<file path="config.mk">
export PLATFORM = sky130hd
export DESIGN_NAME = bp_be_cache_req_arbiter
export DESIGN_NICKNAME = d
export VERILOG_FILES = /design/src/rtl/bp_be_cache_req_arbiter.sv
export SDC_FILE = /design/constraint.sdc
export NUM_CORES = 1
export LEC_CHECK = 0
export ABC_AREA = 0
export BUFFER_PORTS_ARGS = -buffer_cell sky130_fd_sc_hd__buf_2
export CELL_PAD_IN_SITES_DETAIL_PLACEMENT = 0
export CELL_PAD_IN_SITES_GLOBAL_PLACEMENT = 1
export CORE_MARGIN = 2
export CORE_UTILIZATION = 16
export DETAILED_ROUTE_END_ITERATION = 10
export PLACE_DENSITY_LB_ADDON = 0.1
export RECOVER_POWER = 100
export SLEW_MARGIN = 20
export SYNTH_ARGS = -nofsm -noshare
export SYNTH_HDL_FRONTEND = slang
export SYNTH_SLANG_ARGS = --single-unit
export TNS_END_PERCENT = 1
</file>
<file path="constraint.sdc">
create_clock -name clk_i -period 2.3 [get_ports clk_i]
set_input_delay 0.115 -clock clk_i [delete_from_list [all_inputs] [get_ports clk_i]]
set_output_delay 0.115 -clock clk_i [all_outputs]
set_load 0.02 [all_outputs]
</file>
<file path="src/rtl/bp_be_cache_req_arbiter.sv">
// Shares one LCE cache-request channel between the I$ (index 0) and D$ (index 1) miss paths.
// Define BP_BE_CACHE_REQ_ARB_RR_EN for round-robin tie-breaking; otherwise D$ wins every tie.
module bp_be_cache_req_arbiter #(
    parameter int req_width_p      = 64,
    parameter int metadata_width_p = 8
) (
    input  logic                          clk_i,
    input  logic                          reset_n_i,
    input  logic [2*req_width_p-1:0]      req_i,
    input  logic [1:0]                    req_v_i,
    output logic [1:0]                    req_yumi_o,
    input  logic [2*metadata_width_p-1:0] metadata_i,
    input  logic [1:0]                    metadata_v_i,
    output logic [1:0]                    complete_o,
    output logic [req_width_p-1:0]        cache_req_o,
    output logic                          cache_req_v_o,
    input  logic                          cache_req_ready_i,
    output logic [metadata_width_p-1:0]   cache_req_metadata_o,
    output logic                          cache_req_metadata_v_o,
    input  logic                          cache_req_complete_i,
    output logic                          owner_o,
    output logic                          busy_o,
    output logic                          protocol_err_o
);

    typedef enum logic [1:0] {
        IDLE          = 2'd0,
        WAIT_META     = 2'd1,
        WAIT_COMPLETE = 2'd2
    } state_e;

    state_e state_r, state_n;
    logic   owner_r, owner_n;
    logic   ptr_r, ptr_n;
    logic   lock_v_r, lock_v_n;
    logic   lock_idx_r;
    logic   err_r, err_n;

    logic   grant;
    logic   tie_winner;
    logic   owner_meta_v;
    logic   other_meta_v;

    // A stalled request keeps its grant so the LCE never sees the packet change under it.
    always_comb begin
`ifdef BP_BE_CACHE_REQ_ARB_RR_EN
        tie_winner = ~ptr_r;
`else
        tie_winner = 1'b1;
`endif
        if (lock_v_r) begin
            grant = lock_idx_r;
        end else if (req_v_i == 2'b11) begin
            grant = tie_winner;
        end else begin
            grant = req_v_i[1];
        end
    end

    assign owner_meta_v = metadata_v_i[owner_r];
    assign other_meta_v = metadata_v_i[~owner_r];

    always_ff @(posedge clk_i or negedge reset_n_i) begin
        if (!reset_n_i) begin
            state_r    <= IDLE;
            owner_r    <= 1'b1;
            ptr_r      <= 1'b1;
            lock_v_r   <= 1'b0;
            lock_idx_r <= 1'b0;
            err_r      <= 1'b0;
        end else begin
            state_r    <= state_n;
            owner_r    <= owner_n;
            ptr_r      <= ptr_n;
            lock_v_r   <= lock_v_n;
            lock_idx_r <= grant;
            err_r      <= err_n;
        end
    end

    always_comb begin
        state_n  = state_r;
        owner_n  = owner_r;
        ptr_n    = ptr_r;
        lock_v_n = 1'b0;
        err_n    = err_r;
        case (state_r)
            IDLE: begin
                if (req_v_i[grant]) begin
                    if (cache_req_ready_i) begin
                        state_n = WAIT_META;
                        owner_n = grant;
                    end else begin
                        lock_v_n = 1'b1;
                    end
                end
                if (cache_req_complete_i) begin
                    err_n = 1'b1;
                end
            end
            WAIT_META: begin
                if (other_meta_v) begin
                    err_n = 1'b1;
                end
                if (owner_meta_v) begin
                    if (cache_req_complete_i) begin
                        state_n = IDLE;
                        ptr_n   = owner_r;
                    end else begin
                        state_n = WAIT_COMPLETE;
                    end
                end else if (cache_req_complete_i) begin
                    err_n = 1'b1;
                end
            end
            WAIT_COMPLETE: begin
                if (other_meta_v) begin
                    err_n = 1'b1;
                end
                if (cache_req_complete_i) begin
                    state_n = IDLE;
                    ptr_n   = owner_r;
                end
            end
            default: begin
                state_n = IDLE;
            end
        endcase
    end

    // Handshake outputs are held low while reset is asserted, independent of the inputs.
    always_comb begin
        req_yumi_o             = 2'b00;
        complete_o             = 2'b00;
        cache_req_v_o          = 1'b0;
        cache_req_metadata_v_o = 1'b0;
        cache_req_o            = grant ? req_i[2*req_width_p-1:req_width_p]
                                       : req_i[req_width_p-1:0];
        cache_req_metadata_o   = owner_r ? metadata_i[2*metadata_width_p-1:metadata_width_p]
                                         : metadata_i[metadata_width_p-1:0];
        if (reset_n_i) begin
            case (state_r)
                IDLE: begin
                    cache_req_v_o     = req_v_i[grant];
                    req_yumi_o[grant] = req_v_i[grant] & cache_req_ready_i;
                end
                WAIT_META: begin
                    cache_req_metadata_v_o = owner_meta_v;
                    complete_o[owner_r]    = owner_meta_v & cache_req_complete_i;
                end
                WAIT_COMPLETE: begin
                    complete_o[owner_r] = cache_req_complete_i;
                end
                default: begin
                end
            endcase
        end
    end

    assign owner_o        = owner_r;
    assign busy_o         = (state_r != IDLE);
    assign protocol_err_o = err_r;

endmodule
</file>
### Word-level counts from Yosys, hierarchy flattened

Index checks and enable logic that the tools add are counted.

* output and inout port bits: 81
* input bits: 152
* flip-flop bits (word level): 6
* word-level logic and storage cells: 68

* bitwise logic cells: 6
* eq/ne operators: 8
* order comparisons: 5
* mux-type cells: 36
* reduce and logical (&&, ||, !) cells: 8

Operator list (count)
* 64-bit two-way mux: 1
* 1-bit two-way mux: 21
* 2-bit two-way mux: 8
* 2-bit != test (second input constant): 5
* 8-bit two-way mux: 1
* 2-bit AND: 3
* 1-bit by 2-bit < comparator with 1-bit output (second input constant): 3
* 2-bit one-hot mux with 3 select lines: 1
* 2-bit == test (second input constant): 2
* 2-bit one-hot mux with 2 select lines: 1
* 4-bit AND reduction: 1
* 1-bit one-hot mux with 3 select lines: 1
* 3-bit AND reduction: 1
* 3-bit nonzero test: 1
* 1-bit AND: 2
* 1-bit demux with 1-bit select: 2
* 2-bit by 1-bit == test with 1-bit output (second input constant): 1
* 1-bit greater-or-equal comparator (second input constant): 2
* 1-bit logical AND: 2
* 2-bit zero test: 1
* 2-bit AND reduction: 1
* 2-bit nonzero test: 1
* 1-bit NOT: 1

### Longest topological paths before layout

Gate-level depths: netlist (run 1).

* word-level depth: 10
* mapped depth: 6
* mapped depth without buffers: 6

### Worst setup path before layout (run 1)

No wires, ideal clock.

* path type: flip-flop to flip-flop
* from: register state_r[0]
* to: register state_r[0]
* buffers on the path: 0
* library setup time: 0.128 ns
* path slack: 0.601 ns
* stages on the path, launching flop included: 7
* arrival time: 1.572 ns
* required time: 2.172 ns
* clock period less this slack: 1.699 ns
* cell sequence: dfrtp_1 -> inv_1 -> ha_1 -> inv_1 -> o2bb2ai_1 -> a2111oi_4 -> mux2_1

* cells in the longest elaborated chain, start to end: 3
* elaborated cells between the ends (all ways): 9
* those cells by class: eq/ne: 6; mux: 1; reduce/logical: 2

Ends and longest elaborated chain
* from (decl): RTL line 32 `state_e state_r, state_n;`
* from (signal assigned): RTL line 72 `state_r <= state_n;`
* 2-bit by 1-bit == test with 1-bit output (tied with other cells): RTL line 87 `case (state_r)`
* 2-bit != test (no source line)
* 4-bit AND reduction (no source line)

Several ways; a longest one is shown, not always the timed one.
A chain may end at the register's enable or synchronous reset.

### Worst setup path after layout (run 1)

* from: register owner_r, in the netlist owner_o
* to: output port complete_o[1]

* cells in the longest elaborated chain, start to end: 7
* elaborated cells between the ends (all ways): 12
* those cells by class: order compare: 2; mux: 6; bitwise: 3; reduce/logical: 1

Ends and longest elaborated chain
* from (decl): RTL line 33 `logic owner_r, owner_n;`
* from (signal assigned): RTL line 73 `owner_r <= owner_n;`
* 1-bit by 2-bit < comparator with 1-bit output (implied by the code) / 1-bit greater-or-equal comparator (equally long branches): RTL line 149, 152
* 1-bit logical AND (implied by the code): RTL line 149, 152
* 1-bit two-way mux (implied by the code): RTL line 149, 152
* 1-bit demux with 1-bit select: RTL line 149, 152
* 2-bit AND (no source line)
* 2-bit one-hot mux with 2 select lines (*): RTL line 142 `case (state_r)`
* 2-bit two-way mux (*): RTL line 141 `if (reset_n_i) begin`
* to (decl): RTL line 14 `output logic [1:0] complete_o,`

Mark *: on every way between the ends. The rest lies on a longest branch, timed or not. The select of a mux whose other input is x is not followed.

==> results of run 1 <==
sequential cells by signal, indices dropped and copies added, names as in the netlist:
register        flops
state_r             2
lock_idx_r          1
protocol_err_o      1
owner_o             1
lock_v_r            1
cell families after synthesis:
logic type / after synthesis / share of synthesized area
buffers and inverters: 17 / 0.0585
AOI/OAI and AO/OA: 9 / 0.0623
DFF: 6 / 0.114
and+or+nand+nor: 17 / 0.0623
adders and majority gates: 5 / 0.0472
muxes: 77 / 0.655
routing by layer:
layer,routed length (µm),GRT usage,up-vias
met2,3350,0.274,147
met4,92,0.0314,0
met3,819,0.0399,8
met5,0,0,-
met1,2120,0.120,855
li1,-,-,941
stage by stage:
stage / hold slack (ns) / worst slack, ns
global placement: -0.0198 / 0.504
detailed placement: -0.0220 / 0.496
floorplan: -0.181 / 0.601
global route: 0.0928 / 0.134
CTS: 0.0880 / 0.392
finish: 0.0903 / 0.317
power by group through the flow:
stage,Sequential (µW),Combinational (µW),Clock [µW]
3_3_place_gp,229,1620,0
4_1_cts,228,1620,180
6_report,222,1520,177
5_1_grt,235,1650,188
3_5_place_dp,229,1600,0
2_1_floorplan,214,1110,0
worst max-delay path, cell delays in order, from the launching register on:
cell,delay (ns)
dfstp_1,0.80
mux2_4,0.35
o2111ai_1,0.23
nor2_1,0.07
clkbuf_1,0.18
final cells by class:
cell class,instances,share of cell area
clock buffer,4,0.0176
sequential,6,0.0592
inverter,9,0.0132
timing repair buffer,235,0.430
tap,105,0.0513
antenna,1,0.000978
multi-input combinational,108,0.428
placed cells by master, fill, tap and decap left out, types with 3 or more instances in the layout:
master	instances
a21oi_1	3
clkbuf_1	80
inv_1	9
nand2_1	3
clkbuf_8	3
nor2_1	9
mux2_2	41
dfrtp_1	5
buf_2	153
ha_1	5
mux2_1	33
cells in the mapped netlist:
| cell type | count | share of area |
|---|---|---|
| a2111oi_4 | 1 | 0.021 |
| a21oi_1 | 3 | 0.011 |
| a41oi_1 | 1 | 0.0066 |
| and3_1 | 2 | 0.0094 |
| buf_1 | 1 | 0.0028 |
| buf_2 | 5 | 0.019 |
| buf_4 | 2 | 0.011 |
| dfrtp_1 | 5 | 0.094 |
| dfstp_2 | 1 | 0.020 |
| ha_1 | 5 | 0.047 |
| inv_1 | 9 | 0.025 |
| mux2_1 | 33 | 0.28 |
| mux2_2 | 41 | 0.35 |
| mux2_4 | 1 | 0.011 |
| mux2i_1 | 2 | 0.015 |
| nand2_1 | 3 | 0.0085 |
| nand2b_1 | 1 | 0.0047 |
| nand3b_1 | 1 | 0.0057 |
| nand4b_1 | 1 | 0.0066 |
| nor2_1 | 8 | 0.023 |
| nor2_2 | 1 | 0.0047 |
| o2111ai_1 | 1 | 0.0066 |
| o21a_1 | 1 | 0.0057 |
| o22ai_1 | 1 | 0.0047 |
| o2bb2ai_1 | 1 | 0.0066 |
path summary, 6_finish.rpt:
| path | from | endpoint | depth (start not counted) |
|---|---|---|---|
| worst max-delay path | owner_o$_DFFE_PN1P_ | complete_o[1] | 4 |
| worst min-delay path | cache_req_ready_i | lock_v_r$_DFF_PN0_ | 2 |
| worst max register to register | owner_o$_DFFE_PN1P_ | state_r[0]$_DFFE_PN0P_ | 4 |
| worst min register to register | state_r[0]$_DFFE_PN0P_ | state_r[0]$_DFFE_PN0P_ | 1 |
| max in group asynchronous | reset_n_i | owner_o$_DFFE_PN1P_ | 2 |
| min in group asynchronous | reset_n_i | protocol_err_o$_DFFE_PN0P_ | 2 |
repair_timing:
action | 4_1_cts | 5_1_grt
endpoints found under the hold margin | 6 | 0
resized for setup | 0 | 0
hold buffers | 1 | 0
==> flow_summary_export.csv, run 1 <==
group,metric,value,unit
outcome,run_status,"finished clean",
cts,cts-root-buf,"clkbuf_8",
setup_path,endpoint_kind,"output pin",
sta,skew,0.00478,ns
sta,min_period,1.98,ns
route,dr.pass1.iters,4,
final_layout,fin_nets,520,
route,viasPerCell,4.17,
cts,clockBufferDepth,2,
final_layout,regArea,151,µm²
floorplanning,die_y,95,µm
final_layout,fin_cells,468,
route,dr_total_vias,1951,
floorplanning,std_cell_rows,33,
logic_synthesis,yosys_warnings,0,
setup_path,rrSetupSlack,0.32,ns
pwr,irDropWorstVdd,280,µV
pwr,p_switching,1010,µW
placement,dp.cells,462,
setup_path,cp-start-kind,"register",
global_route,grt_overflow_total,0,
logic_synthesis,syn_inst,131,
logic_synthesis,seq_area_frac_synth,0.114,
floorplanning,pin_count,233,
route,wirelength,6370,µm
sta,rsz0062_at_grt,"false",
run,drv_cap,0,
global_route,grt_max_degree,41,
pwr,p_int,911,µW
placement,place_congestion,0.740,
placement,place_area,2600,µm²
floorplanning,core_area,8130,µm²
pwr,powerDensity,749,nW/µm²
cts,h-tree-depth,1,
route,wl_per_cell,13.6,µm
logic_synthesis,synth-seq-cells,6,
sta,slew_headroom,0.672,
sta,worstMarginPinSlew,0.492,ns
final_layout,multi_input_area,1090,µm²
setup_path,cp.required,2.18,ns
floorplanning,die_w,95,µm
final_layout,fin_util,0.315,
cts,cts.clk_slew.worst_paths,0.04,ns
floorplanning,start_util,0.163,
final_layout,fill_cells,937,
logic_synthesis,synth_cell_types,25,
pwr,total_power,1920,µW
route,drtIter0Drc,23,
route,drc,0,
global_route,grt_pass1_vias,1940,
sta,setup_violations,0,
min_path,holdCritPathClass,"in -> reg",
pwr,p_leak,0.00126,µW
logic_synthesis,synth_nets,288,
setup_path,crit_type,"reg -> out",
placement,portBuffers,232,
sta,finalSetupTns,0,ns
global_route,grt_pass1_wl,9070,µm
global_route,antenna_found_initial,1,
route,drtAntennaViolNets,0,
cts,clk_latency,0.23,ns
floorplanning,dieArea,9030,µm²
cts,cts_tree,"built",
setup_path,worstPathArrival,1.87,ns
final_layout,design_area,2560,µm²
cts,clock_sinks,6,
setup_path,worstPathMaxFanout,13,
pwr,power_frac_clock,0.092,
logic_synthesis,syn_area_per_cell,10.1,µm²
sta,clock.fmax,504,MHz
logic_synthesis,syn_area,1330,µm²
sta,fin_crit_sh,0.862,
sta,final-hold-violation-count,0,
final_layout,syn2layout_area_growth,93.1,%
placement,dp_hpwl,5700,µm
cts,post_cts.repair.setup_buffers,0,
pwr,pwr-share-seq,0.116,
cts,numCtsBuffers,3,
sta,finalMaxSlewViolations,0,
pwr,p_comb_frac,0.792,
final_layout,drive_gt1_frac,0.558,
global_route,track_usage,0.131,
pwr,p_sw_frac,0.525,
No activity file was read; power rests on OpenSTA's default activity.
==> inputs of run 2 (changes only) <==
CELL_PAD_IN_SITES_DETAIL_PLACEMENT = default   (was 0)
CELL_PAD_IN_SITES_GLOBAL_PLACEMENT = default   (was 1)
CORE_AREA = 2 2 90 92   (was default)
CORE_MARGIN = default   (was 2)
CORE_UTILIZATION = default   (was 16)
DIE_AREA = 0 0 92 94   (was default)
PLACE_DENSITY_LB_ADDON = default   (was 0.1)
==> run 2 against run 1 <==
  * Clock power is 6% lower
  * Largest power group unchanged
  * Wire length is 14% lower
  * Critical endpoint is now cache_req_o[63]
  * Non-clock buffer count did not move
  * Power shrank 1.7%
==> flow_summary_export.csv, run 2 (synthesized netlist as in run 1, its figures left out) <==
group,metric,value,unit
cts,clk_latency,0.22,ns
global_route,track_usage,0.109,
setup_path,cp.buffers_inverters,2,
run,drv_cap,0,
final_layout,drive_gt1_frac,0.561,
cts,clock_sinks,6,
setup_path,worstPathArrival,1.96,ns
route,wirelength,5490,µm
route,dr.pass1.iters,4,
route,drc,0,
route,wl_per_cell,11.8,µm
placement,dp_hpwl,4910,µm
setup_path,cp_cell_sequence,"nand2_1 > o21a_2 > clkbuf_2 > mux2_2 > clkbuf_1",
setup_path,endpoint_kind,"output pin",
cts,h-tree-depth,1,
route,drtIter0Drc,24,
route,viasPerCell,4.17,
pwr,powerDensity,743,nW/µm²
route,dr_total_vias,1933,
final_layout,fin_nets,520,
floorplanning,start_util,0.174,
final_layout,fill_cells,861,
sta,clock.fmax,481,MHz
placement,portBuffers,232,
final_layout,fin_cells,464,
final_layout,syn2layout_area_growth,91.5,%
sta,min_period,2.08,ns
global_route,grt_max_degree,40,
global_route,grt_overflow_total,0,
global_route,grt_pass1_vias,1782,
setup_path,worstPathMaxFanout,28,
pwr,irDropWorstVdd,646,µV
placement,place_congestion,0.790,
sta,finalSetupTns,0,ns
floorplanning,die_y,94,µm
floorplanning,core_area,7610,µm²
final_layout,diodes,0,
cts,clockBufferDepth,2,
final_layout,top_register,"state_r",
floorplanning,dieArea,8650,µm²
setup_path,cp-start-kind,"register",
sta,worstMarginPinSlew,0.674,ns
sta,skew,0.000860,ns
setup_path,cp.required,2.18,ns
final_layout,final_common_cell,"buf_2",
setup_path,worst_path_max_delay_cell,"clkbuf_2",
final_layout,largest_register_ffs,2,
sta,fin_crit_sh,0.904,
cts,post_cts.repair.setup_buffers,0,
global_route,grt_pass1_wl,7870,µm
final_layout,multi_input_area,1090,µm²
placement,dp.cells,459,
sta,rsz0062_at_grt,"false",
floorplanning,die_w,92,µm
sta,slew_headroom,0.551,
setup_path,cp_slowest_stage_delay,0.53,ns
sta,finalMaxSlewViolations,0,
final_layout,fin_util,0.334,
cts,cts-root-buf,"clkbuf_8",
global_route,antenna_found_initial,0,
cts,numCtsBuffers,3,
route,drtAntennaViolNets,0,
setup_path,crit_type,"reg -> out",
final_layout,regArea,151,µm²
final_layout,layout_common_cells,"buf_2 (156), clkbuf_1 (77), mux2_2 (40)",
floorplanning,pin_count,233,
sta,final-hold-violation-count,0,
outcome,run_status,"finished clean",
sta,setup_violations,0,
setup_path,path_delay_family,"buffers and inverters",
floorplanning,std_cell_rows,32,
min_path,holdCritPathClass,"in -> reg",
pwr,p_leak,0.00126,µW
cts,cts.clk_slew.worst_paths,0.04,ns
cts,cts_tree,"built",
run 2: stage by stage:
step	cell area (µm²)	setup WS [ns]	total power, µW	hold slack, ns
2_1_floorplan	1330	0.601	1320	-0.181
3_3_place_gp	2590	0.517	1790	-0.0232
3_5_place_dp	2590	0.498	1810	-0.0242
4_1_cts	2640	0.328	1990	0.0997
5_1_grt	2540	0.105	2020	0.106
6_report	2540	0.220	1890	0.102
run 2: metal layers:
layer / global-route usage / wire length (µm) / up-vias
met1: 0.127 / 2050 / 868
met4: 0.00995 / 12 / 0
met2: 0.208 / 2830 / 120
met3: 0.0257 / 601 / 2
met5: 0 / 0 / -
li1: - / - / 943
run 2: report_power, final:
group          internal [µW]  leakage, µW  switching, µW
registers                157    0.0000705           65.3
logic                    615      0.00117            882
clock network            119    0.0000228           46.5
total                    891      0.00126            994
run 2: cell type report:
cell class / count / area share
Inverter: 9 / 0.0133
Tap cell: 102 / 0.0503
Multi-Input combinational cell: 108 / 0.430
Sequential cell: 6 / 0.0597
Clock buffer: 4 / 0.0178
Timing Repair Buffer: 235 / 0.429
run 2: worst register-to-register path: cells and delay by family (launching register included):
kind,cells,cell delay [ns]
AOI/OAI and AO/OA,1,0.37
DFF,1,0.79
muxes,2,0.61
and+or+nand+nor,1,0.08
run 2: worst paths after layout:
check | slack [ns] | depth (start not counted) | from | to
min | 0.10 | 2 | cache_req_ready_i | lock_v_r$_DFF_PN0_
min reg2reg | 0.55 | 1 | state_r[0]$_DFFE_PN0P_ | state_r[0]$_DFFE_PN0P_
max in group asynchronous | 1.58 | 2 | reset_n_i | owner_o$_DFFE_PN1P_
max reg2reg | 0.32 | 4 | owner_o$_DFFE_PN1P_ | state_r[0]$_DFFE_PN0P_
min in group asynchronous | 0.36 | 2 | reset_n_i | state_r[1]$_DFFE_PN0P_
max | 0.22 | 5 | lock_v_r$_DFF_PN0_ | cache_req_o[63]
run 2: what timing repair did:
item,CTS,global route
hold endpoints to repair,6,0
hold buffers,1,0
resized for setup,0,0
==> inputs of run 3 (changes only) <==
--- a/config.mk
+++ b/config.mk
@@ -9,5 +9,8 @@
 export BUFFER_PORTS_ARGS = -buffer_cell sky130_fd_sc_hd__buf_2
-export CORE_AREA = 2 2 90 92
+export CELL_PAD_IN_SITES_DETAIL_PLACEMENT = 0
+export CELL_PAD_IN_SITES_GLOBAL_PLACEMENT = 1
+export CORE_MARGIN = 2
+export CORE_UTILIZATION = 16
 export DETAILED_ROUTE_END_ITERATION = 10
-export DIE_AREA = 0 0 92 94
+export PLACE_DENSITY_LB_ADDON = 0.1
 export RECOVER_POWER = 100
==> constraint.sdc (replaced) <==
create_clock -name clk_i -period 2.3 [get_ports clk_i]
set_input_delay 0.345 -clock clk_i [delete_from_list [all_inputs] [get_ports clk_i]]
set_output_delay 0.345 -clock clk_i [all_outputs]
set_load 0.02 [all_outputs]
==> run 3 against run 2 <==
  * Cell count up 0.43%
  * Power rose by 2.1%
  * First-iteration DRC count fell by 8.3%
  * Clock power grew 2%
  * Wire length increased by 17%
  * Die area grew 4.4%
  * Critical path depth fell by 1
  * Sequential power grew 3%
  * Critical path type unchanged
  * Critical endpoint is now complete_o[0]
  * Largest power group unchanged
==> flow_summary_export.csv, run 3 (synthesized netlist as in run 1, its figures left out) <==
group,metric,value,unit
global_route,grt_max_degree,68,
sta,finalMaxSlewViolations,0,
floorplanning,die_w,95,µm
sta,finalSetupTns,0,ns
global_route,track_usage,0.128,
floorplanning,std_cell_rows,33,
min_path,worstHoldStart,"cache_req_ready_i",
pwr,powerDensity,746,nW/µm²
cts,clock_sinks,6,
final_layout,multi_input_area,1090,µm²
sta,final-hold-violation-count,0,
setup_path,cp.buffers_inverters,1,
route,drc,0,
setup_path,reg2reg_depth,4,
floorplanning,start_util,0.163,
sta,slew_headroom,0.741,
placement,place_congestion,0.740,
sta,fin_crit_sh,0.929,
route,dr_total_vias,1940,
sta,min_period,2.14,ns
route,viasPerCell,4.16,
floorplanning,core_area,8130,µm²
final_layout,largest_register_ffs,2,
setup_path,cp-start-kind,"register",
final_layout,top_register,"state_r",
cts,numCtsBuffers,3,
pwr,p_leak,0.00134,µW
cts,clk_latency,0.22,ns
final_layout,fill_cells,935,
floorplanning,die_y,95,µm
route,wl_met3,770,µm
final_layout,syn2layout_area_growth,94.7,%
route,wl_met1,2170,µm
floorplanning,pin_count,233,
min_path,min_to,"lock_v_r$_DFF_PN0_",
setup_path,crit_type,"reg -> out",
cts,cts-root-buf,"clkbuf_8",
route,drtIter0Drc,22,
setup_path,cp_slowest_stage_delay,0.68,ns
setup_path,rrSetupSlack,0.43,ns
cts,post_cts_resized,0,
route,drtAntennaViolNets,0,
setup_path,cp.required,1.96,ns
cts,cts.clk_slew.worst_paths,0.04,ns
cts,h-tree-depth,1,
setup_path,worst_path_max_delay_cell,"dfstp_2",
sta,clock.fmax,468,MHz
run,drv_cap,0,
sta,fin_hold_ws,0.332,ns
route,wl_met2,3490,µm
placement,dp_hpwl,5730,µm
final_layout,drive_gt1_frac,0.634,
final_layout,fin_nets,519,
outcome,run_status,"finished clean",
route,wirelength,6450,µm
route,dr.pass1.iters,2,
setup_path,worstPathMaxFanout,13,
setup_path,path_delay_family,"flip-flops",
setup_path,worstPathArrival,1.79,ns
sta,rsz0062_at_grt,"false",
setup_path,timing.rr.end,"state_r[0]$_DFFE_PN0P_",
setup_path,endpoint_kind,"output pin",
route,wl_per_cell,13.8,µm
floorplanning,dieArea,9030,µm²
cts,clockBufferDepth,2,
setup_path,cp_cell_sequence,"mux2_1 > o2111ai_1 > nor2_1 > clkbuf_2",
global_route,grt_pass1_wl,8880,µm
global_route,antenna_found_initial,0,
pwr,irDropWorstVdd,249,µV
sta,setup_violations,0,
cts,cts_tree,"built",
sta,skew,0.000862,ns
route,top_layer,"met4",
final_layout,layout_common_cells,"buf_2 (152), clkbuf_1 (52), mux2_2 (41)",
min_path,worstHoldPathCells,2,
placement,portBuffers,232,
final_layout,final_common_cell,"buf_2",
sta,worstMarginPinSlew,0.389,ns
min_path,holdCritPathClass,"in -> reg",
global_route,grt_overflow_total,0,
final_layout,regArea,151,µm²
setup_path,r2r_start,"owner_o$_DFFE_PN1P_",
final_layout,diodes,0,
global_route,grt_pass1_vias,1914,
[run 3: what timing repair did]
| action | CTS | global route |
|---|---|---|
| endpoints found under the setup margin | 0 | 0 |
| buffers inserted | 0 | 0 |
| hold endpoints to repair | 5 | 0 |
| hold buffers | 1 | 0 |
[run 3: where the power goes]
part	internal, µW	total (µW)	switching [µW]	leakage (µW)
sequential	160	228	68.3	0.0000710
clock	120	170	50.4	0.0000228
combinational	643	1530	884	0.00124
total	923	1930	1000	0.00134
[run 3: layer usage]
metal  vias up  track usage
li1        941            -
met1       855        0.120
met2       142        0.276
met3         2       0.0359
met4         0       0.0109
met5         -            0
[run 3: worst max-delay path by stage]
stage                           start              end  cells after the start
2_1_floorplan  state_r[0]$_DFFE_PN0P_    req_yumi_o[0]                      6
3_3_place_gp       lock_v_r$_DFF_PN0_  cache_req_o[27]                      5
3_5_place_dp               req_v_i[1]  cache_req_o[27]                      6
4_1_cts            lock_v_r$_DFF_PN0_  cache_req_o[27]                      5
5_1_grt        state_r[1]$_DFFE_PN0P_    req_yumi_o[0]                      7
6_report          owner_o$_DFFE_PN1P_    complete_o[0]                      4
[run 3: final cells by class]
class,instances,area share
multi-input combinational,108,0.423
timing repair buffer,234,0.437
inverter,9,0.0131
clock buffer,4,0.0175
tap,105,0.0509
sequential,6,0.0587
[run 3: per-stage QoR]
| stage | power (µW) | worst slack (ns) | cells | utilization | area, µm² |
|---|---|---|---|---|---|
| after floorplan | 1320 | 0.453 | 131 | - | 1330 |
| after global placement | 1850 | 0.411 | 461 | 0.319 | 2590 |
| after detailed placement | 1830 | 0.409 | 461 | 0.319 | 2590 |
| after CTS | 2020 | 0.166 | 466 | 0.326 | 2650 |
| after global routing | 2080 | 0.0156 | 466 | 0.317 | 2580 |
| final | 1930 | 0.162 | 466 | 0.317 | 2580 |
